### config.mk
export PLATFORM = sky130hd
export DESIGN_NAME = seven_segment_capture
export DESIGN_NICKNAME = d
export VERILOG_FILES = /design/src/rtl/seven_segment_capture.sv
export SDC_FILE = /design/constraint.sdc
export NUM_CORES = 1
export LEC_CHECK = 0
export ABC_AREA = 1
export BUFFER_PORTS_ARGS = -buffer_cell sky130_fd_sc_hd__clkbuf_2
export CAP_MARGIN = 20
export CORE_MARGIN = 3
export CORE_UTILIZATION = 45
export CTS_CLUSTER_DIAMETER = 60
export DETAILED_ROUTE_END_ITERATION = 10
export PLACE_DENSITY_LB_ADDON = 0.2
export SLEW_MARGIN = 10
export SYNTH_ARGS = -nofsm -noshare
export SYNTH_HDL_FRONTEND = slang
export SYNTH_SLANG_ARGS = --single-unit
### constraint.sdc
create_clock -name clk -period 7.65 [get_ports clk]
set_clock_uncertainty 0.2 [all_clocks]
set_input_delay 1.1475 -clock clk [delete_from_list [all_inputs] [get_ports clk]]
set_output_delay 1.1475 -clock clk [all_outputs]
set_load 0.03 [all_outputs]
### src/rtl/seven_segment_capture.sv
`default_nettype none
// +----------------------------------------------------------------------------+
// | Module      : seven_segment_capture                                        |
// | Description : Receiver for a multiplexed seven-segment link. Waits for     |
// |               each anode dwell to settle and decodes it to BCD, then       |
// |               rebuilds four-digit frames. Macro SEG_CAPTURE_DP_EN enables  |
// |               decimal-point capture.                                       |
// | Revision    : 1.0 - initial release                                        |
// +----------------------------------------------------------------------------+
module seven_segment_capture #(
   parameter int SETTLE_CYCLES  = 4,
   parameter int TIMEOUT_CYCLES = 1000000
) (
   input  logic        clk,
   input  logic        rst,
   input  logic [7:0]  seg,
   input  logic [3:0]  an,
   output logic [3:0]  digit_1,
   output logic [3:0]  digit_2,
   output logic [3:0]  digit_3,
   output logic [3:0]  digit_4,
   output logic [13:0] value,
   output logic [3:0]  dp,
   output logic        frame_valid,
   output logic        frame_error,
   output logic        scan_lost
);

   localparam int c_CNT_W = $clog2(SETTLE_CYCLES + 1);
   localparam int c_TMO_W = (TIMEOUT_CYCLES > 2) ? $clog2(TIMEOUT_CYCLES) : 1;
   localparam logic [c_CNT_W-1:0] c_SETTLE    = c_CNT_W'(SETTLE_CYCLES);
   localparam logic [c_CNT_W-1:0] c_SETTLE_M1 = c_CNT_W'(SETTLE_CYCLES - 1);
   localparam logic [c_TMO_W-1:0] c_TMO_PEN   = c_TMO_W'(TIMEOUT_CYCLES - 2);

   typedef enum logic [0:0] {S_IDLE = 1'b0, S_COLLECT = 1'b1} state_t;

   state_t             r_state;
   logic               w_dp_raw;
   logic [11:0]        w_in;
   logic [11:0]        r_in;
   logic               w_same;
   logic [c_CNT_W-1:0] r_settle;
   logic               w_valid;
   logic [1:0]         w_pos;
   logic [4:0]         w_dec;
   logic               w_cap;
   logic [3:0][3:0]    r_stage;
   logic [3:0][3:0]    w_stage_n;
   logic [3:0]         r_seen;
   logic [3:0]         w_seen_n;
   logic [3:0]         r_err;
   logic [3:0]         w_err_n;
   logic [3:0]         r_dps;
   logic [3:0]         w_dps_n;
   logic [c_TMO_W-1:0] r_tmo;
   logic               w_done;
   logic               w_timeout;
   logic [13:0]        w_value;

   // Without dp support seg[7] is held constant so it never disturbs the stability compare.
`ifdef SEG_CAPTURE_DP_EN
   assign w_dp_raw = seg[7];
`else
   logic w_unused_dp;
   assign w_unused_dp = seg[7];
   assign w_dp_raw    = 1'b1;
`endif

   assign w_in   = {w_dp_raw, seg[6:0], an};
   assign w_same = (w_in == r_in);

   always_ff @(posedge clk) begin
      if (rst) begin
         r_in     <= 12'hFFF;
         r_settle <= '0;
      end else begin
         r_in <= w_in;
         if (!w_same)
            r_settle <= '0;
         else if (r_settle != c_SETTLE)
            r_settle <= r_settle + 1'b1;
      end
   end

   function automatic logic [4:0] decode(input logic [6:0] s);
      case (s)
         7'h40:   decode = 5'd0;
         7'h79:   decode = 5'd1;
         7'h24:   decode = 5'd2;
         7'h30:   decode = 5'd3;
         7'h19:   decode = 5'd4;
         7'h12:   decode = 5'd5;
         7'h02:   decode = 5'd6;
         7'h78:   decode = 5'd7;
         7'h00:   decode = 5'd8;
         7'h10:   decode = 5'd9;
         default: decode = 5'h10;
      endcase
   endfunction

   always_comb begin
      w_valid = 1'b1;
      w_pos   = 2'd0;
      case (r_in[3:0])
         4'b1110: w_pos = 2'd0;
         4'b1101: w_pos = 2'd1;
         4'b1011: w_pos = 2'd2;
         4'b0111: w_pos = 2'd3;
         default: w_valid = 1'b0;
      endcase
   end

   assign w_dec = decode(r_in[10:4]);
   assign w_cap = w_same && (r_settle == c_SETTLE_M1) && w_valid;

   always_comb begin
      w_stage_n = r_stage;
      w_seen_n  = r_seen;
      w_err_n   = r_err;
      w_dps_n   = r_dps;
      if (w_cap) begin
         w_stage_n[w_pos] = w_dec[3:0];
         w_seen_n[w_pos]  = 1'b1;
         w_err_n[w_pos]   = w_dec[4];
         w_dps_n[w_pos]   = ~r_in[11];
      end
   end

   assign w_done    = (w_seen_n == 4'hF);
   assign w_timeout = (r_state == S_COLLECT) && (r_tmo == c_TMO_PEN);
   assign w_value   = 14'(w_stage_n[3]) * 14'd1000 + 14'(w_stage_n[2]) * 14'd100
                    + 14'(w_stage_n[1]) * 14'd10   + 14'(w_stage_n[0]);

   // Completion is resolved in the capture cycle so results appear one cycle later.
   always_ff @(posedge clk) begin
      if (rst) begin
         r_state     <= S_IDLE;
         r_stage     <= '0;
         r_seen      <= '0;
         r_err       <= '0;
         r_dps       <= '0;
         r_tmo       <= '0;
         digit_1     <= '0;
         digit_2     <= '0;
         digit_3     <= '0;
         digit_4     <= '0;
         value       <= '0;
         dp          <= '0;
         frame_valid <= 1'b0;
         frame_error <= 1'b0;
         scan_lost   <= 1'b0;
      end else begin
         frame_valid <= 1'b0;
         frame_error <= 1'b0;
         scan_lost   <= 1'b0;
         r_stage     <= w_stage_n;
         r_dps       <= w_dps_n;
         if (w_done) begin
            if (|w_err_n) begin
               frame_error <= 1'b1;
            end else begin
               digit_1     <= w_stage_n[3];
               digit_2     <= w_stage_n[2];
               digit_3     <= w_stage_n[1];
               digit_4     <= w_stage_n[0];
               value       <= w_value;
               dp          <= w_dps_n;
               frame_valid <= 1'b1;
            end
            r_seen  <= '0;
            r_err   <= '0;
            r_tmo   <= '0;
            r_state <= S_IDLE;
         end else if (w_timeout) begin
            scan_lost <= 1'b1;
            r_seen    <= '0;
            r_err     <= '0;
            r_tmo     <= '0;
            r_state   <= S_IDLE;
         end else begin
            r_seen <= w_seen_n;
            r_err  <= w_err_n;
            if (r_state == S_IDLE) begin
               if (w_cap) begin
                  r_state <= S_COLLECT;
                  r_tmo   <= '0;
               end
            end else begin
               r_tmo <= r_tmo + 1'b1;
            end
         end
      end
   end

endmodule
`default_nettype wire

* After elaboration in Yosys (flattened, before gate mapping)
Cells that the tools add are included.
** Word-level totals
- Register bits :: 101
- Bits of input ports :: 14
- Word-level logic and storage cells :: 88
** Operators by class
- Add/subtract/negate cells :: 5
- $mul :: 3
- Order comparisons :: 2
- Eq/ne operators :: 18
- Mux-type cells :: 21
- Bitwise operators :: 5
- Reductions and logical operators :: 13
** Operator list (number)
- one-hot mux 5 bit (10 select lines) :: 1
- two-way mux 20 bit :: 2
- == test 7 x 5 -> 1 bit, second input constant :: 3
- == test 7 bit, second input constant :: 3
- adder 20 x 1 -> 20 bit, second input constant :: 1
- == test 20 bit, second input constant :: 1
- bitwise mux 16 bit :: 1
- == test 4 bit, second input constant :: 4
- two-way mux 16 bit :: 1
- two-way mux 4 bit :: 4
- adder 14 x 11 -> 14 bit :: 1
- adder 14 x 4 -> 14 bit :: 1
- adder 14 x 8 -> 14 bit :: 1
- == test 7 x 6 -> 1 bit, second input constant :: 2
- == test 12 bit :: 1
- multiplier 4 x 7 -> 11 bit, second input constant :: 1
- multiplier 4 x 5 -> 9 bit, second input constant :: 1
- bitwise mux 4 bit :: 2
- demux 4 bit (select 2 bit) :: 1
- OR reduction 4 bit :: 2
- == test 7 x 2 -> 1 bit, second input constant :: 1
- logical NOT 7 bit :: 1
- multiplier 4 x 3 -> 7 bit, second input constant :: 1
- two-way mux 1 bit :: 7
- 15 further kinds :: 23

* Depth between registers and ports, before layout
Gate-level depths: netlist (run 1).
- Depth after elaboration :: 12
- Depth in mapped cells :: 34
- Gate-level depth less buffers :: 34

* Worst setup path after synthesis (run 1)
No wires, ideal clock.
- Kind :: input to register
- Start point :: input seg[0]
- End point :: register value[13]
- Library setup time :: 109 ps
- Arrival time :: 6268 ps
- Required time :: 7341 ps
- Setup slack :: 1073 ps
- Stages on the path :: 34
- Buffers on the path :: 0
- Cell sequence :: inv_1 -> nand2_1 -> nand2_1 -> nand2_1 -> nor2_2 -> nand2_2 -> nor2_8 -> nand3_2 -> inv_1 -> nand2_1 -> o21ai_1 -> inv_1 -> fa_1 -> inv_1 -> fa_1 -> ha_1 -> a21oi_1 -> inv_1 -> a31oi_1 -> xor2_1 -> inv_1 -> ha_1 -> ha_1 -> ha_1 -> inv_1 -> nor3_1 -> nand3_1 -> nand4_1 -> xor2_1 -> inv_1 -> nand2_1 -> nand3_1 -> nand2_1 -> inv_1
** RTL lines
- from (decl) :: line 16 : input logic [7:0] seg,
- to (signal assigned) :: line 166 : value <= w_value;
- to (decl) :: line 22 : output logic [13:0] value,

==> results of run 1 <==
-- worst min-delay path, cell delays in order (launching register included) --
cell and delay [ns]:
dfxtp_1 0.30, nand2_1 0.07, nor2_1 0.04
-- worst max-delay path by stage --
stage	start	endpoint	slack (ns)
after floorplan	seg[0]	value[13]$_SDFFE_PP0P_	1.07
after global placement	seg[5]	value[13]$_SDFFE_PP0P_	0.48
after detailed placement	seg[5]	value[13]$_SDFFE_PP0P_	0.43
after CTS	seg[5]	value[13]$_SDFFE_PP0P_	0.80
after global routing	an[0]	value[13]$_SDFFE_PP0P_	0.1
final	seg[5]	value[13]$_SDFFE_PP0P_	0.83
-- synth_stat cells (4+ instances only) --
| cell type | instances |
|---|---|
| a211oi_1 | 7 |
| nand3_1 | 35 |
| nand2_1 | 217 |
| or2_2 | 5 |
| a21oi_1 | 29 |
| nor3b_1 | 4 |
| fa_1 | 16 |
| xor2_1 | 21 |
| inv_1 | 124 |
| o21ai_0 | 20 |
| xnor2_1 | 4 |
| nor2_1 | 136 |
| clkbuf_1 | 10 |
| nand3_2 | 4 |
| buf_2 | 4 |
| dfxtp_1 | 99 |
| nand4_1 | 11 |
| nor3_1 | 17 |
| buf_6 | 4 |
| ha_1 | 55 |
-- cells by family (layout without fill, tap and decap cells) --
logic type	after synthesis	count (layout)	synth area share
XOR/XNOR	25	25	0.0360
adder cells (fa/ha/maj)	71	71	0.166
buffers and inverters	147	199	0.0971
AND/OR/NAND/NOR	438	438	0.301
flip-flops	99	99	0.326
AO/OA/AOI/OAI	76	76	0.0739
-- power breakdown --
part           switching [µW]  total, µW  internal (µW)  leakage, µW
clock                     201        454            254     0.000135
combinational            25.6       37.7           12.1      0.00262
sequential               3.69        522            518     0.000800
total                     230       1010            784      0.00355
-- layout by cell type (no fill, tap or decap), types with 3 or more instances in the layout --
master / n
nand3_1: 35
inv_2: 3
buf_4: 7
xnor2_1: 4
or2_2: 5
nor2_1: 136
nand3_2: 4
clkbuf_2: 49
nor3_1: 17
dfxtp_1: 99
xor2_1: 21
nand2_1: 217
a21oi_1: 29
a32oi_1: 3
nand4_1: 11
nor3b_1: 4
o21ai_1: 3
clkbuf_16: 9
inv_1: 124
fa_1: 16
o21ai_0: 20
a211oi_1: 7
ha_1: 55
-- layout make-up --
type,count,area share
Multi-Input combinational cell,610,0.518
Inverter,128,0.0709
Sequential cell,99,0.292
Clock buffer,10,0.0338
Timing Repair Buffer,56,0.0439
Clock inverter,5,0.00923
Tap cell,172,0.0317
-- metrics by stage --
stage               area [µm²]  setup WS (ns)  utilization
finish                    6780          0.825        0.524
CTS                       6780          0.799        0.524
floorplan                 6080           1.07            -
global placement          6490          0.475        0.502
detailed placement        6490          0.431        0.502
global route              6780         0.0957        0.524
-- routing by layer --
metal | wire length [µm] | share of wire | up-vias | global-route usage
met5 | 0 | 0 | - | 0
met1 | 6150 | 0.47 | 2312 | 0.235
met2 | 6210 | 0.48 | 71 | 0.329
li1 | - | - | 2776 | -
met4 | 179 | 0.014 | 0 | 0.0581
met3 | 455 | 0.035 | 15 | 0.0452
-- registers in the layout, summed over array words and instances (netlist names), 11 cells and up --
name,count
r_tmo,20
r_stage,16
value,13
r_in,11
==> impl_metrics.env, run 1 <==
export IMPL_status="finished clean"
export IMPL_grt_use_total=0.191
export IMPL_cts_buffers_inserted=9
export IMPL_io_pins=51
export IMPL_synth_area_top_cells="dfxtp_1 (33%), nand2_1 (13%), ha_1 (11%)"
export IMPL_synth_cell_types=42
export IMPL_ys_flop_type="dfxtp_1"
export IMPL_hold_path_class="flip-flop to flip-flop"
export IMPL_cp_max_fo=7
export IMPL_start_kind="primary input"
export IMPL_syn_cell_area_um2=6080
export IMPL_grt_max_degree=58
export IMPL_cp_slowest_cell="fa_1"
export IMPL_report_final_slew_viol_count=0
export IMPL_syn_avg_cell_area_um2=7.10
export IMPL_dp_cells=1065
export IMPL_timing_worst_setup_path_type="primary input to flip-flop"
export IMPL_multi_input_area_um2=3510
export IMPL_total_power_uw=1010
export IMPL_die_x_um=122
export IMPL_grt_setup_unrepaired="false"
export IMPL_synth_top_area_cell="dfxtp_1"
export IMPL_path_depth=35
export IMPL_synth_edff_count=0
export IMPL_cts_buffer_depth=2
export IMPL_drt_iter0_drc=235
export IMPL_h_tree_depth=3
export IMPL_worst_path_buf_inv=10
export IMPL_layout_min_cycle_time_ns=6.82
export IMPL_worstHoldPathCells=2
export IMPL_slowest_delay_ns=0.67
export IMPL_synthArstFlopShare=0
export IMPL_path_clk_slew_ns=0.07
export IMPL_die_area_um2=14900
export IMPL_num_vias=5174
export IMPL_synth_top_area_frac=0.326
export IMPL_seqCellArea_um2=1980
export IMPL_syn_inst=856
export IMPL_fillers=1315
export IMPL_cts_tree="yes"
export IMPL_insertion_delay_ns=0.35
export IMPL_worst_slew_pin_transition_ns=0.764
export IMPL_vias_per_cell=4.79
export IMPL_p_per_area_nw_per_um2=150
export IMPL_irDropWorstVdd_v=0.000102
export IMPL_ant_nets=0
export IMPL_crit_arrival_ns=6.88
export IMPL_rr_endpoint="value[13]$_SDFFE_PP0P_"
export IMPL_drive_gt1_frac=0.100
export IMPL_area_growth_pct=11.5
export IMPL_portBuffers=49
export IMPL_hold_buffers=0
export IMPL_ys_warn_count=0
export IMPL_r2r_cells=33
export IMPL_cap_violations=0
export IMPL_wirelength_um=13000
export IMPL_drc=0
export IMPL_max_freq_mhz=147
export IMPL_fp_coreArea_um2=12900
export IMPL_min_period_over_period=0.892
export IMPL_antenna_found_initial=0
export IMPL_finalNetCount=989
export IMPL_die_h_um=122
export IMPL_grt_pass1_vias=5030
export IMPL_syn_nets=941
export IMPL_clkSinkCount=99
export IMPL_ys_seq_elements=99
export IMPL_hold_viol=0
export IMPL_first_pass_iters=4
export IMPL_gp_congestion=0.865
export IMPL_p_leak_uw=0.00355
export IMPL_min_to="r_dps[2]$_SDFF_PP0_"
export IMPL_setup_viol=0
export IMPL_rr_startpoint="r_in[2]$_SDFF_PP1_"
export IMPL_final_cell_count_no_fill=1080
export IMPL_globalRouteOverflowTotal=0
export IMPL_antenna_cells=0
export IMPL_yosysSeqAreaShare=0.326
export IMPL_crit_top_cell="inv_1"
export IMPL_required_ns=7.70
export IMPL_wire_per_inst_um=12.0
export IMPL_ctsResizeCount=0
export IMPL_cp_end_kind="flip-flop"
export IMPL_row_count=41
export IMPL_cts_root_buf="clkbuf_16"
export IMPL_start_util=0.470
export IMPL_r2r_setup_slack_ns=1.32
export IMPL_hold_ws_ns=0.257
export IMPL_holdCritStartpoint="r_dps[2]$_SDFF_PP0_"
export IMPL_relSlewSlack=0.485
export IMPL_grt_pass1_wl_um=22900
export IMPL_fin_setup_tns_ns=0
export IMPL_worst_path_dominant_cell_family="adder cells"
export IMPL_dp_hpwl_um=9890
export IMPL_cts_setup_buffers=0
Note: power is estimated with default switching activity, not from simulation.
==> run 2, diff against run 1 <==
clock period = 5.7 ns   (was 7.65 ns; I/O delays follow)
==> run 2 against run 1 <==
  * Via count up 5.8%
  * Register-to-register slack lost 0.98 ns
  * Final area increased by 14%
  * Largest cell class unchanged
==> impl_metrics.env, run 2 (synthesis gave the netlist of run 1 again) <==
export IMPL_status="finished clean"
export IMPL_cts_buffers_inserted=9
export IMPL_h_tree_depth=3
export IMPL_hold_ws_ns=0.250
export IMPL_wire_per_inst_um=11.8
export IMPL_drt_iter0_drc=295
export IMPL_insertion_delay_ns=0.36
export IMPL_cap_violations=0
export IMPL_dpl_instance_area_um2=7130
export IMPL_die_area_um2=14900
export IMPL_portBuffers=49
export IMPL_drive_gt1_frac=0.217
export IMPL_hold_viol=0
export IMPL_hold_buffers=0
export IMPL_clkSinkCount=99
export IMPL_fp_coreArea_um2=12900
export IMPL_die_h_um=122
export IMPL_cts_tree="yes"
export IMPL_final_cell_count_no_fill=1156
export IMPL_cp_slowest_cell="fa_1"
export IMPL_cp_max_fo=4
export IMPL_relSlewSlack=0.447
export IMPL_dp_hpwl_um=10400
export IMPL_path_clk_slew_ns=0.07
export IMPL_fin_area_um2=7720
export IMPL_vias_per_cell=4.73
export IMPL_fillers=1245
export IMPL_grt_pass1_vias=5110
export IMPL_report_final_slew_viol_count=0
export IMPL_wirelength_um=13600
export IMPL_first_pass_iters=4
export IMPL_num_vias=5473
export IMPL_globalRouteOverflowTotal=0
export IMPL_die_x_um=122
export IMPL_ant_nets=0
export IMPL_fin_setup_tns_ns=0
export IMPL_start_kind="primary input"
export IMPL_io_pins=51
export IMPL_cp_end_kind="flip-flop"
export IMPL_setup_viol=0
export IMPL_antenna_cells=0
export IMPL_largest_reg_flops=20
export IMPL_mostFrequentLayoutCells="nand2_1 (214), nor2_1 (135), inv_1 (113)"
export IMPL_slowest_delay_ns=0.60
export IMPL_cts_root_buf="clkbuf_16"
export IMPL_p_leak_uw=0.00398
export IMPL_crit_arrival_ns=5.57
export IMPL_layout_commonest_cell="nand2_1"
export IMPL_dp_cells=1133
export IMPL_max_freq_mhz=182
export IMPL_min_period_over_period=0.965
export IMPL_finalNetCount=1064
export IMPL_gp_congestion=0.817
export IMPL_required_ns=5.76
export IMPL_setup_ws_ns=0.197
export IMPL_timing_worst_setup_path_type="primary input to flip-flop"
export IMPL_cts_buffer_depth=2
export IMPL_row_count=41
export IMPL_layout_min_cycle_time_ns=5.50
export IMPL_start_util=0.470
export IMPL_crit_top_cell="nand2_1"
export IMPL_worst_slew_pin_transition_ns=0.828
export IMPL_drc=0
export IMPL_place_ws_ns=-0.314
export IMPL_grt_use_total=0.192
export IMPL_grt_max_degree=44
export IMPL_irDropWorstVdd_v=0.000143
export IMPL_p_per_area_nw_per_um2=185
export IMPL_hold_path_class="flip-flop to flip-flop"
export IMPL_grt_setup_unrepaired="true"
export IMPL_area_growth_pct=27.0
export IMPL_regMostFlops="r_tmo"
export IMPL_grt_pass1_wl_um=23000
export IMPL_top_regs="r_tmo: 20 flops, r_stage: 16 flops, value: 13 flops"
export IMPL_antenna_found_initial=0
==> run 2: cell count changes in the layout (fill, tap and decap cells not counted), moves of 3 or more <==
cell,before,now
buf_4,7,81
inv_2,3,11
nor3_4,0,3
nor3_1,17,13
inv_4,0,3
ha_4,0,13
ha_1,55,42
inv_1,124,113
nand2_1,217,214
a21oi_1,29,26
==> run 2: path summary, 6_finish.rpt <==
path / start / endpoint / slack [ns] / cells past startpoint
setup / recovery: seg[4] / value[13]$_SDFFE_PP0P_ / 0.20 / 33
hold / removal: r_dps[1]$_SDFF_PP0_ / r_dps[1]$_SDFF_PP0_ / 0.25 / 2
setup reg to reg: r_in[2]$_SDFF_PP1_ / value[13]$_SDFFE_PP0P_ / 0.34 / 32
hold reg to reg: r_dps[1]$_SDFF_PP0_ / r_dps[1]$_SDFF_PP0_ / 0.25 / 2
==> run 2: layout make-up <==
| class | instances | area, µm² | area share |
|---|---|---|---|
| repair buffers | 131 | 881 | 0.114 |
| clock inverters | 7 | 98.8 | 0.0128 |
| multi-input cells | 610 | 3830 | 0.496 |
| well taps | 172 | 215 | 0.0279 |
| flip-flops and latches | 99 | 1980 | 0.257 |
| inverters | 128 | 488 | 0.0632 |
| clock buffers | 9 | 225 | 0.0292 |
==> run 2: repair_timing <==
| item | in CTS | in global routing |
|---|---|---|
| setup buffers | 0 | 6 |
| setup endpoints to repair | 0 | 5 |
| gates resized for setup | 0 | 43 |
==> run 2: power by group <==
group / switching (µW) / leakage (µW) / internal [µW]
Sequential: 4.99 / 0.000800 / 695
Combinational: 35.9 / 0.00302 / 22.8
Clock: 282 / 0.000162 / 388
==> run 2: metal layers <==
layer | GRT usage | wire, µm | share of wire
met5 | 0 | 0 | 0
met4 | 0.0455 | 106 | 0.0078
met3 | 0.0429 | 442 | 0.032
met2 | 0.330 | 6690 | 0.49
met1 | 0.247 | 6390 | 0.47
==> run 2: critical path: cells and delay by family <==
| family | cells | cell delay, ns |
|---|---|---|
| AND/OR/NAND/NOR | 14 | 1.33 |
| XOR/XNOR | 2 | 0.34 |
| AO/OA/AOI/OAI | 2 | 0.18 |
| adder cells (fa/ha/maj) | 6 | 2.20 |
| buffers and inverters | 9 | 0.62 |
==> run 2: stage by stage <==
| stage | util | total power, µW |
|---|---|---|
| floorplan | - | 753 |
| global placement | 0.552 | 772 |
| detailed placement | 0.552 | 772 |
| CTS | 0.577 | 1440 |
| global route | 0.597 | 1490 |
| finish | 0.597 | 1430 |
